### config.mk
export PLATFORM = sky130hd
export DESIGN_NAME = sipo_deserializer_flat
export DESIGN_NICKNAME = d
export VERILOG_FILES = /design/src/rtl/sipo_pkg.sv /design/src/rtl/sipo_deserializer_if.sv /design/src/rtl/sipo_bit_counter.sv /design/src/rtl/sipo_deserializer.sv /design/src/flat_wrapper.sv
export SDC_FILE = /design/constraint.sdc
export NUM_CORES = 1
export LEC_CHECK = 0
export ABC_AREA = 1
export CAP_MARGIN = 10
export CORE_AREA = 5 5 42 44
export DETAILED_ROUTE_END_ITERATION = 6
export DIE_AREA = 0 0 47 49
export PLACE_DENSITY = 0.68
export SYNTH_ARGS = -nofsm -noshare
export SYNTH_HDL_FRONTEND = slang
export SYNTH_SLANG_ARGS = --single-unit
### constraint.sdc
create_clock -name clk_i -period 0.95 [get_ports clk_i]
set_input_delay 0.19 -clock clk_i [delete_from_list [all_inputs] [get_ports clk_i]]
set_output_delay 0.19 -clock clk_i [all_outputs]
set_load 0.1 [all_outputs]
### src/rtl/sipo_pkg.sv
// Shared types and helpers for the serial-to-parallel receive stage.
// Holding-register state encoding and the bit-counter width helper live here.
package sipo_pkg;

  localparam int DEFAULT_WIDTH = 4;

  typedef enum logic {
    HOLD_EMPTY = 1'b0,
    HOLD_FULL  = 1'b1
  } hold_state_t;

  // Floor of one bit so a degenerate WIDTH still yields a legal vector.
  function automatic int cnt_width(input int width);
    return (width < 2) ? 1 : $clog2(width);
  endfunction

endpackage

### src/rtl/sipo_deserializer_if.sv
// Bus bundle between the deserializer and its serial source / parallel consumer.
// The master side drives serial bits and the handshake; the slave side is the deserializer.
interface sipo_deserializer_if
  import sipo_pkg::*;
#(
  parameter int WIDTH = DEFAULT_WIDTH
) ();

  localparam int CNT_W = cnt_width(WIDTH);

  logic             sin;
  logic             sin_en;
  logic             sync_clr;
  logic [WIDTH-1:0] dout;
  logic             dout_valid;
  logic             dout_ready;
  logic             overrun;
  logic             ovr_clr;
  logic [CNT_W-1:0] bit_cnt;

  modport master (
    output sin,
    output sin_en,
    output sync_clr,
    output dout_ready,
    output ovr_clr,
    input  dout,
    input  dout_valid,
    input  overrun,
    input  bit_cnt
  );

  modport slave (
    input  sin,
    input  sin_en,
    input  sync_clr,
    input  dout_ready,
    input  ovr_clr,
    output dout,
    output dout_valid,
    output overrun,
    output bit_cnt
  );

endinterface

### src/rtl/sipo_bit_counter.sv
// Modulo-WIDTH position counter for the word being assembled.
// last_bit_o marks the edge on which the final bit of a word is sampled.
module sipo_bit_counter
  import sipo_pkg::*;
#(
  parameter int WIDTH = DEFAULT_WIDTH,
  parameter int CNT_W = cnt_width(WIDTH)
) (
  input  logic             clk_i,
  input  logic             rst_ni,
  input  logic             en_i,
  input  logic             clr_i,
  output logic [CNT_W-1:0] cnt_o,
  output logic             last_bit_o
);

  logic [CNT_W-1:0] cnt_q;
  logic [CNT_W-1:0] cnt_d;
  logic             at_last;

  assign at_last = (cnt_q == CNT_W'(WIDTH - 1));

  // A framing restart swallows any strobe on the same edge, so it never completes a word.
  assign last_bit_o = en_i & ~clr_i & at_last;

  always_comb begin
    cnt_d = cnt_q;
    if (clr_i) begin
      cnt_d = '0;
    end else if (en_i) begin
      cnt_d = at_last ? '0 : cnt_q + CNT_W'(1);
    end
  end

  always_ff @(posedge clk_i or negedge rst_ni) begin
    if (!rst_ni) begin
      cnt_q <= '0;
    end else begin
      cnt_q <= cnt_d;
    end
  end

  assign cnt_o = cnt_q;

endmodule

### src/rtl/sipo_deserializer.sv
// Serial-to-parallel receive stage: assembles WIDTH-bit words from a strobed bit stream
// and hands them to a consumer through a single-entry holding register with sticky overrun.
module sipo_deserializer
  import sipo_pkg::*;
#(
  parameter int WIDTH     = DEFAULT_WIDTH,
  parameter bit MSB_FIRST = 1'b1
) (
  input logic               clk_i,
  input logic               rst_ni,
  sipo_deserializer_if.slave bus
);

  localparam int CNT_W = cnt_width(WIDTH);

  logic [WIDTH-1:0] shift_q;
  logic [WIDTH-1:0] shift_d;
  logic [WIDTH-1:0] shifted;
  logic [CNT_W-1:0] bit_cnt;
  logic             last_bit;

  hold_state_t      hold_q;
  logic [WIDTH-1:0] dout_q;
  logic             overrun_q;

  sipo_bit_counter #(
    .WIDTH (WIDTH),
    .CNT_W (CNT_W)
  ) u_bit_counter (
    .clk_i      (clk_i),
    .rst_ni     (rst_ni),
    .en_i       (bus.sin_en),
    .clr_i      (bus.sync_clr),
    .cnt_o      (bit_cnt),
    .last_bit_o (last_bit)
  );

  // The shifted value already holds the current bit, so it is the completed word on last_bit.
  if (MSB_FIRST) begin : g_msb_first
    assign shifted = {shift_q[WIDTH-2:0], bus.sin};
  end else begin : g_lsb_first
    assign shifted = {bus.sin, shift_q[WIDTH-1:1]};
  end

  always_comb begin
    shift_d = shift_q;
    if (bus.sync_clr) begin
      shift_d = '0;
    end else if (bus.sin_en) begin
      shift_d = shifted;
    end
  end

  always_ff @(posedge clk_i or negedge rst_ni) begin
    if (!rst_ni) begin
      shift_q <= '0;
    end else begin
      shift_q <= shift_d;
    end
  end

  // Holding register: a handshake and a completion on one edge replace the word in place.
  always_ff @(posedge clk_i or negedge rst_ni) begin
    if (!rst_ni) begin
      hold_q    <= HOLD_EMPTY;
      dout_q    <= '0;
      overrun_q <= 1'b0;
    end else begin
      case (hold_q)
        HOLD_EMPTY: begin
          if (last_bit) begin
            hold_q <= HOLD_FULL;
            dout_q <= shifted;
          end
        end
        HOLD_FULL: begin
          if (bus.dout_ready) begin
            if (last_bit) begin
              dout_q <= shifted;
            end else begin
              hold_q <= HOLD_EMPTY;
            end
          end
        end
        default: hold_q <= HOLD_EMPTY;
      endcase

      if ((hold_q == HOLD_FULL) && !bus.dout_ready && last_bit) begin
        overrun_q <= 1'b1;
      end else if (bus.ovr_clr) begin
        overrun_q <= 1'b0;
      end
    end
  end

  assign bus.dout       = dout_q;
  assign bus.dout_valid = (hold_q == HOLD_FULL);
  assign bus.overrun    = overrun_q;
  assign bus.bit_cnt    = bit_cnt;

endmodule

### src/flat_wrapper.sv
// flat-port wrapper written by rule: the top's interface ports become plain ports
module sipo_deserializer_flat import sipo_pkg::*;
#(
  parameter int WIDTH     = DEFAULT_WIDTH,
  parameter bit MSB_FIRST = 1'b1
)
  (clk_i, rst_ni, bus_sin, bus_sin_en, bus_sync_clr, bus_dout_ready, bus_ovr_clr, bus_dout, bus_dout_valid, bus_overrun, bus_bit_cnt);
  sipo_deserializer_if #(.WIDTH(WIDTH)) bus_i ();
  input logic clk_i;
  input logic rst_ni;
  input wire logic [$bits(bus_i.sin)-1:0] bus_sin;
  input wire logic [$bits(bus_i.sin_en)-1:0] bus_sin_en;
  input wire logic [$bits(bus_i.sync_clr)-1:0] bus_sync_clr;
  input wire logic [$bits(bus_i.dout_ready)-1:0] bus_dout_ready;
  input wire logic [$bits(bus_i.ovr_clr)-1:0] bus_ovr_clr;
  output wire logic [$bits(bus_i.dout)-1:0] bus_dout;
  output wire logic [$bits(bus_i.dout_valid)-1:0] bus_dout_valid;
  output wire logic [$bits(bus_i.overrun)-1:0] bus_overrun;
  output wire logic [$bits(bus_i.bit_cnt)-1:0] bus_bit_cnt;
  assign bus_i.sin = bus_sin;
  assign bus_i.sin_en = bus_sin_en;
  assign bus_i.sync_clr = bus_sync_clr;
  assign bus_i.dout_ready = bus_dout_ready;
  assign bus_i.ovr_clr = bus_ovr_clr;
  assign bus_dout = bus_i.dout;
  assign bus_dout_valid = bus_i.dout_valid;
  assign bus_overrun = bus_i.overrun;
  assign bus_bit_cnt = bus_i.bit_cnt;
  sipo_deserializer #(.WIDTH(WIDTH), .MSB_FIRST(MSB_FIRST)) u_core (.clk_i(clk_i), .rst_ni(rst_ni), .bus(bus_i));
endmodule
## Word-level counts from Yosys, hierarchy flattened

Cells that the tools add are included.

| word-level totals | value |
|---|---|
| bits in registers | 11 |
| output and inout bits | 8 |
| logic and storage cells | 30 |

| cells by class | value |
|---|---|
| add/subtract/negate cells | 1 |
| equal/unequal tests | 2 |
| muxes and demuxes | 13 |
| bitwise operators | 4 |
| reduce and logical (&&, ||, !) cells | 5 |

Operator list:

| cell | number |
|---|---|
| $mux 4 | 2 |
| $pmux 4 s2 | 1 |
| $mux 2 | 3 |
| $mux 3 | 2 |
| $mux 1 | 4 |
| $reduce_bool 2->1 | 2 |
| $add 2x1->2 const B | 1 |
| $and 1x1->1 | 2 |
| $eq 2x2->1 const B | 1 |
| $logic_and 1x1->1 | 2 |
| $ne 2x2->1 const B | 1 |
| $not 1->1 | 2 |
| $pmux 1 s2 | 1 |
| $logic_not 1->1 | 1 |

## Logic depth before layout (Yosys ltp)

Gate-level depths: netlist of the first run.

| depth | value |
|---|---|
| depth after elaboration | 6 |
| mapped depth | 5 |
| depth with buffers taken out | 5 |

## Hierarchy

Synthesis of the first run repeated with hierarchy kept, for this count alone.

| second synthesis, totals | value |
|---|---|
| cell total of the unflattened synthesis | 53 |
| area, all modules | 466.7 sq um |

By module, submodules not included:

| module | instances | cells an instance | area an instance (sq um) |
|---|---|---|---|
| sipo_deserializer | 1 | 39 | 356.6 |
| sipo_bit_counter | 1 | 14 | 110.1 |

## Worst setup path after synthesis of the first run

OpenSTA, ideal clock, no wires.

| path | value |
|---|---|
| path kind | flip-flop to flip-flop |
| start | register u_core.u_bit_counter.cnt_q[1] (netlist: u_core.u_bit_counter.cnt_o[1]) |
| end | register u_core.dout_q[0] (netlist: u_core.bus.dout[0]) |
| setup time | 0.122 ns |
| data arrival time | 1.583 ns |
| data required time | 0.828 ns |
| setup slack | -0.755 ns |
| stages on the path, launching flop included | 5 |
| path buffers | 0 |
| period minus slack after synthesis | 1.705 ns |
| path through | dfrtp_1 ha_1 nand3_4 nand2_1 nand2_1 |

| between the ends | value |
|---|---|
| cells in the longest elaborated chain, start to end | 5 |

RTL lines:

| element | line | text |
|---|---|---|
| start, declared | sipo_bit_counter.sv:17 | `logic [CNT_W-1:0] cnt_q;` |
| start signal, assigned | sipo_bit_counter.sv:39 | `cnt_q <= cnt_d;` |
| $eq 2x2->1 (*) | sipo_bit_counter.sv:21 | `assign at_last = (cnt_q == CNT_W'(WIDTH - 1));` |
| $and 1x1->1 (*) | sipo_bit_counter.sv:24 | `assign last_bit_o = en_i & ~clr_i & at_last;` |
| $mux 4 (*) | - |  |
| $mux 4 | - |  |
| $pmux 4 s2 (*) | - |  |
| end signal, assigned | sipo_deserializer.sv:73 | `dout_q <= shifted;` |
| end signal, assigned | sipo_deserializer.sv:79 | `dout_q <= shifted;` |
| end, declared | sipo_deserializer.sv:23 | `logic [WIDTH-1:0] dout_q;` |

Every way passes the cells marked *; elsewhere a longest branch is shown, timed or not. The select of a mux whose other input is x is not followed.
A chain may end at the register's enable or synchronous reset.

## Final worst setup path of the first run

| path | value |
|---|---|
| start | register u_core.u_bit_counter.cnt_q[1] (netlist: u_core.u_bit_counter.cnt_o[1]) |
| end | output bus_bit_cnt[1] |

RTL lines:

| element | line | text |
|---|---|---|
| end, declared | flat_wrapper.sv:19 | `output wire logic [$bits(bus_i.bit_cnt)-1:0] bus_bit_cnt;` |

No word-level cell between the ends.

==> results.yml, run 1 <==
run_status:
  outcome: "complete, but fails checks"
  violations: "negative setup slack"
global_route:
  first_global_vias: 421
  antenna_found_initial: 0
  use_met1_pct: 11.6
  grtUsageMet2_pct: 17.4
  grt_max_degree: 12
  grt_pass1_wl_mm: 1.75
  grtUsageMet3_pct: 3.32
  grt_util_all_layers_pct: 10.8
  top_usage_layer: "met2"
  grt_overflow: 0
clock_network:
  htreeDepth: 1
  insertion_delay_ns: 0.26
  cts_buffer_depth: 2
  cts_tree: "yes"
  cts_root_buf: "clkbuf_4"
  cts_hold_buffers: 0
  numCtsBuffers: 3
  numClockSinks: 11
  clk_pin_slew_ns: 0.07
logic_synthesis:
  synth_area_um2: 490
  synthDistinctLibCells: 15
  synth_area_leader_cell: "dfrtp_1"
  synthCells: 50
  syn_nets: 58
  yosys_warnings: 0
  synth_seq_cells: 11
  yosys-top-cells-area: "dfrtp_1 56%, nand2_1 12%, nand4_1 5.1%, nor2_8 4.1%, inv_1 3.8%"
  synth_top_area_share_pct: 56.1
  avgSynthCellArea_um2: 9.81
  yosysSeqAreaShare_pct: 56.1
sta:
  worst_pin_slew_ns: 0.237
  fin_crit_ns: 1.23
  hold_viol: 0
  skew_ns: 0.00406
  fin_setup_tns_ns: -2.25
  period_share_pct: 130
  fmax_mhz: 811
  slew_headroom_pct: 84.2
  setup_ws_ns: -0.284
  rsz0062_at_grt: "true"
  finalSetupViolCount: 16
  drv_slew: 0
die:
  dieArea_mm2: 0.00230
  fp.dieW_um: 47
  core_mm2: 0.00140
  start_util_pct: 35.0
  num_rows: 14
  die_h_um: 49
  ioPinCount: 15
critical_path:
  criticalPathCategory: "reg2out"
  worstPathArrival_ns: 1.04
  cp-start-kind: "flop"
  worstPathMaxFanout: 2
  cp-end-kind: "output port"
  required_ns: 0.76
routing:
  num_vias: 431
  firstDrtPassIters: 4
  wl_mm: 1.05
  wl_per_cell_um: 11.3
  antenna_left: 0
  route.detailed.drc: 0
  routed_via_density: 4.63
  drt-initial-drc-count: 5
power_and_ir_drop:
  power_density_mw_per_mm2: 1370
  irDropWorstVdd_uv: 777
  p_leak_nw: 0.428
finish:
  multiInputGateArea_um2: 216
  layout_commonest_cell: "nand2_1"
  post-route-util_pct: 64.1
  fin_nets: 86
  register_area_um2: 293
  antenna_cells: 0
  mostFrequentLayoutCells: "14 x nand2_1, 10 x buf_12, 6 x clkdlybuf4s50_1, 6 x buf_4"
  design_area_um2: 898
  layout-drive-gt1-share_pct: 48.1
  fillerInstances: 124
  syn_to_final_growth_pct: 83.2
  layoutNonFillerInstCount: 93
placed_design:
  place_hpwl_um: 815
  placed_cell_area_um2: 826
  dp.cells: 85
  gp_congestion: 0.744
  port_buffers: 14
hold_path:
  hp-class: "in2async"
job:
  cap_violations: 0
layer usage:
metal | wire (µm) | part of all wire [%]
met1 | 397 | 38
met2 | 554 | 53
met3 | 62 | 5.9
met4 | 32 | 3.1
met5 | 0 | 0
cell families (layout without fill, tap and decap cells):
kind of cell	Yosys count	after routing	synth area share, %
buffers and inverters	7	34	5.36
AND/OR/NAND/NOR	26	26	29.8
flip-flops	11	11	56.1
AO/OA/AOI/OAI	5	5	6.12
adder cells (fa/ha/maj)	1	1	2.55
state kept, by name, summed over array words and instances, names as in the netlist:
| signal | cells |
|---|---|
| u_core.bus.overrun | 1 |
| u_core.shift_q | 3 |
| u_core.bus.dout_valid | 1 |
| u_core.u_bit_counter.cnt_o | 2 |
| u_core.bus.dout | 4 |
final cells by class:
class | count | share of cell area (%)
Timing Repair Buffer | 23 | 35.2
Clock buffer | 4 | 2.92
Sequential cell | 11 | 32.6
Multi-Input combinational cell | 32 | 24.1
Inverter | 7 | 2.92
Tap cell | 16 | 2.23
power by group:
part	switching, W	internal [W]	leakage, nW
Clock	0.000149	0.000162	0.0150
Sequential	0.0000241	0.000499	0.137
Combinational	0.000226	0.000173	0.276
Total	0.000399	0.000834	0.428
critical path, stage by stage, from the launching register on:
cell	delay, ns
dfrtp_4	0.50
buf_12	0.13
buf_12	0.15
cell usage after synthesis:
cell type and number:
nand4_1 4, dfrtp_1 11, o21ai_1 2, inv_1 5, ha_1 1, nand2_1 16, nand3_1 2, nand3_4 1
nand2_2 1, nor2_8 1, o22ai_1 1, o21ai_2 1, inv_2 2, o21ai_0 1, nand3b_1 1
worst paths after layout:
check,slack (ns),startpoint,end,cells past startpoint
setup / recovery,-0.28,u_core.u_bit_counter.cnt_o[1],bus_bit_cnt[1],2
hold / removal,0.21,rst_ni,u_core.bus.dout[1],2
setup reg to reg,-0.19,u_core.u_bit_counter.cnt_o[0],u_core.u_bit_counter.cnt_o[0],4
hold reg to reg,0.52,u_core.bus.dout[3],u_core.bus.dout[3],2
max in group asynchronous,0.57,rst_ni,u_core.u_bit_counter.cnt_o[1],2
min in group clk_i,0.51,bus_ovr_clr,u_core.bus.overrun,4
per-stage QoR:
stage / power (W) / hold WS [ns] / setup WS [ns]
CTS: 0.00123 / 0.211 / -0.290
detailed placement: 0.000902 / 0.499 / -0.314
finish: 0.00123 / 0.212 / -0.284
floorplan: 0.000719 / -0.106 / -0.200
global route: 0.00130 / 0.213 / -0.321
global placement: 0.000898 / 0.500 / -0.300
repair_timing:
item	4_1_cts	5_1_grt
resized for setup	1	3
buffers inserted	3	1
setup endpoints to repair	16	16
pin swaps	3	0
(Power assumes the default switching activity.)
==> run 2: changes to the inputs <==
--- a/config.mk
+++ b/config.mk
@@ -10,7 +10,7 @@
 export CORE_AREA = 5 5 42 44
 export DETAILED_ROUTE_END_ITERATION = 6
 export DIE_AREA = 0 0 47 49
-export PLACE_DENSITY = 0.68
+export PLACE_DENSITY = 0.65
 export SYNTH_ARGS = -nofsm -noshare
 export SYNTH_HDL_FRONTEND = slang
 export SYNTH_SLANG_ARGS = --single-unit
==> constraint.sdc (replaced) <==
create_clock -name clk_i -period 1.6 [get_ports clk_i]
set_input_delay 0.32 -clock clk_i [delete_from_list [all_inputs] [get_ports clk_i]]
set_output_delay 0.32 -clock clk_i [all_outputs]
set_load 0.1 [all_outputs]
==> run 2 against run 1 <==
Net effect: the run now ends clean; count of clock-buffer cells in the layout unchanged; first-iteration DRC count shrank 80%; largest cell class is now registers; highest routed layer unchanged; core utilization decreased by 9.8 points; flip-flop and latch count stayed put; worst hold slack better by 0.16 ns; clock power shrank 39%.
==> results.yml, run 2 (synthesis results as in run 1) <==
routing:
  drt-initial-drc-count: 1
  wl_per_cell_um: 11.8
  wl_um: 990
  firstDrtPassIters: 2
  antenna_left: 0
  route.detailed.drc: 0
  routed_via_density: 4.70
  num_vias: 395
die:
  die_h_um: 49
  dieArea_mm2: 0.00230
  fp.dieW_um: 47
  core_mm2: 0.00140
  num_rows: 14
  ioPinCount: 15
  start_util_pct: 35.0
clock_network:
  numCtsBuffers: 3
  htreeDepth: 1
  cts_resized: 0
  cts_buffer_depth: 2
  post_cts_buffers: 0
  numClockSinks: 11
  insertion_delay_ns: 0.27
  cts_tree: "yes"
  cts_root_buf: "clkbuf_4"
  cts_hold_buffers: 0
  clk_pin_slew_ns: 0.07
global_route:
  grt_overflow: 0
  grt_util_all_layers_pct: 10.7
  antenna_found_initial: 0
  grt_max_degree: 12
  grt_pass1_wl_mm: 1.72
  first_global_vias: 400
critical_path:
  worstPathMaxFanout: 3
  r2r-start: "u_core.u_bit_counter.cnt_o[0]"
  worstPathArrival_ns: 0.88
  criticalPathCategory: "reg2out"
  reg2reg_slack_ns: 0.50
  worstReg2RegEnd: "u_core.u_bit_counter.cnt_o[0]"
  cpLargestDelayFamily: "flip-flops"
  cp-start-kind: "flop"
  critical_path_buf_inv_count: 1
  required_ns: 1.28
  slowest_stage: "dfrtp_2"
  max_stage_delay_ns: 0.44
  reg2reg_depth: 3
  path_cells: "buf_12"
  cp-end-kind: "output port"
sta:
  finalSetupViolCount: 0
  drv_slew: 0
  slew_headroom_pct: 67.4
  worst_pin_slew_ns: 0.488
  rsz0062_at_grt: "false"
  skew_ns: 0.00305
  fmax_mhz: 833
  period_share_pct: 75.0
  fin_crit_ns: 1.20
  fin_setup_tns_ns: 0
  hold_viol: 0
placed_design:
  placed_cell_area_um2: 734
  gp_congestion: 0.732
  port_buffers: 14
  place_hpwl_um: 805
  dp.cells: 80
finish:
  layout_commonest_cell: "nand2_1"
  layout-drive-gt1-share_pct: 29.4
  mostFrequentLayoutCells: "16 x nand2_1, 8 x buf_12, 8 x dfrtp_1, 6 x clkdlybuf4s50_1, 5 x inv_1"
  fin_nets: 77
  layoutNonFillerInstCount: 84
  antenna_cells: 0
  largest_reg_flops: 4
  syn_to_final_growth_pct: 55.1
  design_area_um2: 761
power_and_ir_drop:
  irDropWorstVdd_uv: 627
  power_density_mw_per_mm2: 902
  p_leak_nw: 0.364
hold_path:
  hp-class: "in2async"
run_status:
  outcome: "complete, no violations"
job:
  cap_violations: 0
-- run 2: cell type report --
class | count | area [µm²]
clock buffer | 4 | 26.3
fill | 135 | 641
inverter | 7 | 26.3
multi-input combinational | 32 | 189
sequential | 11 | 279
tap | 16 | 20.0
timing repair buffer | 14 | 220
-- run 2: stage by stage --
stage	worst slack, ns	total power (W)	hold slack (ns)	utilization [%]
floorplan	0.196	0.000419	0.0244	-
global placement	0.206	0.000502	0.524	52.4
detailed placement	0.183	0.000504	0.525	52.4
CTS	0.389	0.000696	0.397	54.3
global route	0.369	0.000720	0.421	54.3
finish	0.400	0.000686	0.376	54.3
-- run 2: worst max-delay path by stage --
stage                                             start            endpoint  cells after the start  slack [ns]
after CTS                 u_core.u_bit_counter.cnt_o[0]      bus_bit_cnt[0]                      1        0.39
after global routing      u_core.u_bit_counter.cnt_o[0]      bus_bit_cnt[0]                      1        0.37
after detailed placement                   bus_sync_clr  u_core.bus.dout[3]                      5        0.18
after global placement                     bus_sync_clr  u_core.bus.dout[3]                      5        0.21
final                     u_core.u_bit_counter.cnt_o[0]      bus_bit_cnt[0]                      1        0.40
after floorplan           u_core.u_bit_counter.cnt_o[1]  u_core.bus.dout[0]                      4        0.20
-- run 2: report_power, final --
part / switching [W] / internal, W / total (W)
sequential: 0.0000153 / 0.000293 / 0.000308
clock: 0.0000932 / 0.0000966 / 0.000190
combinational: 0.000120 / 0.0000682 / 0.000189
-- run 2: layer usage --
metal / wire length (µm) / part of all wire (%) / global-route usage (%)
met1: 406 / 41 / 12.4
met2: 478 / 48 / 16.3
met3: 70 / 7.1 / 2.21
met4: 34 / 3.4 / 8.29
met5: 0 / 0 / 0
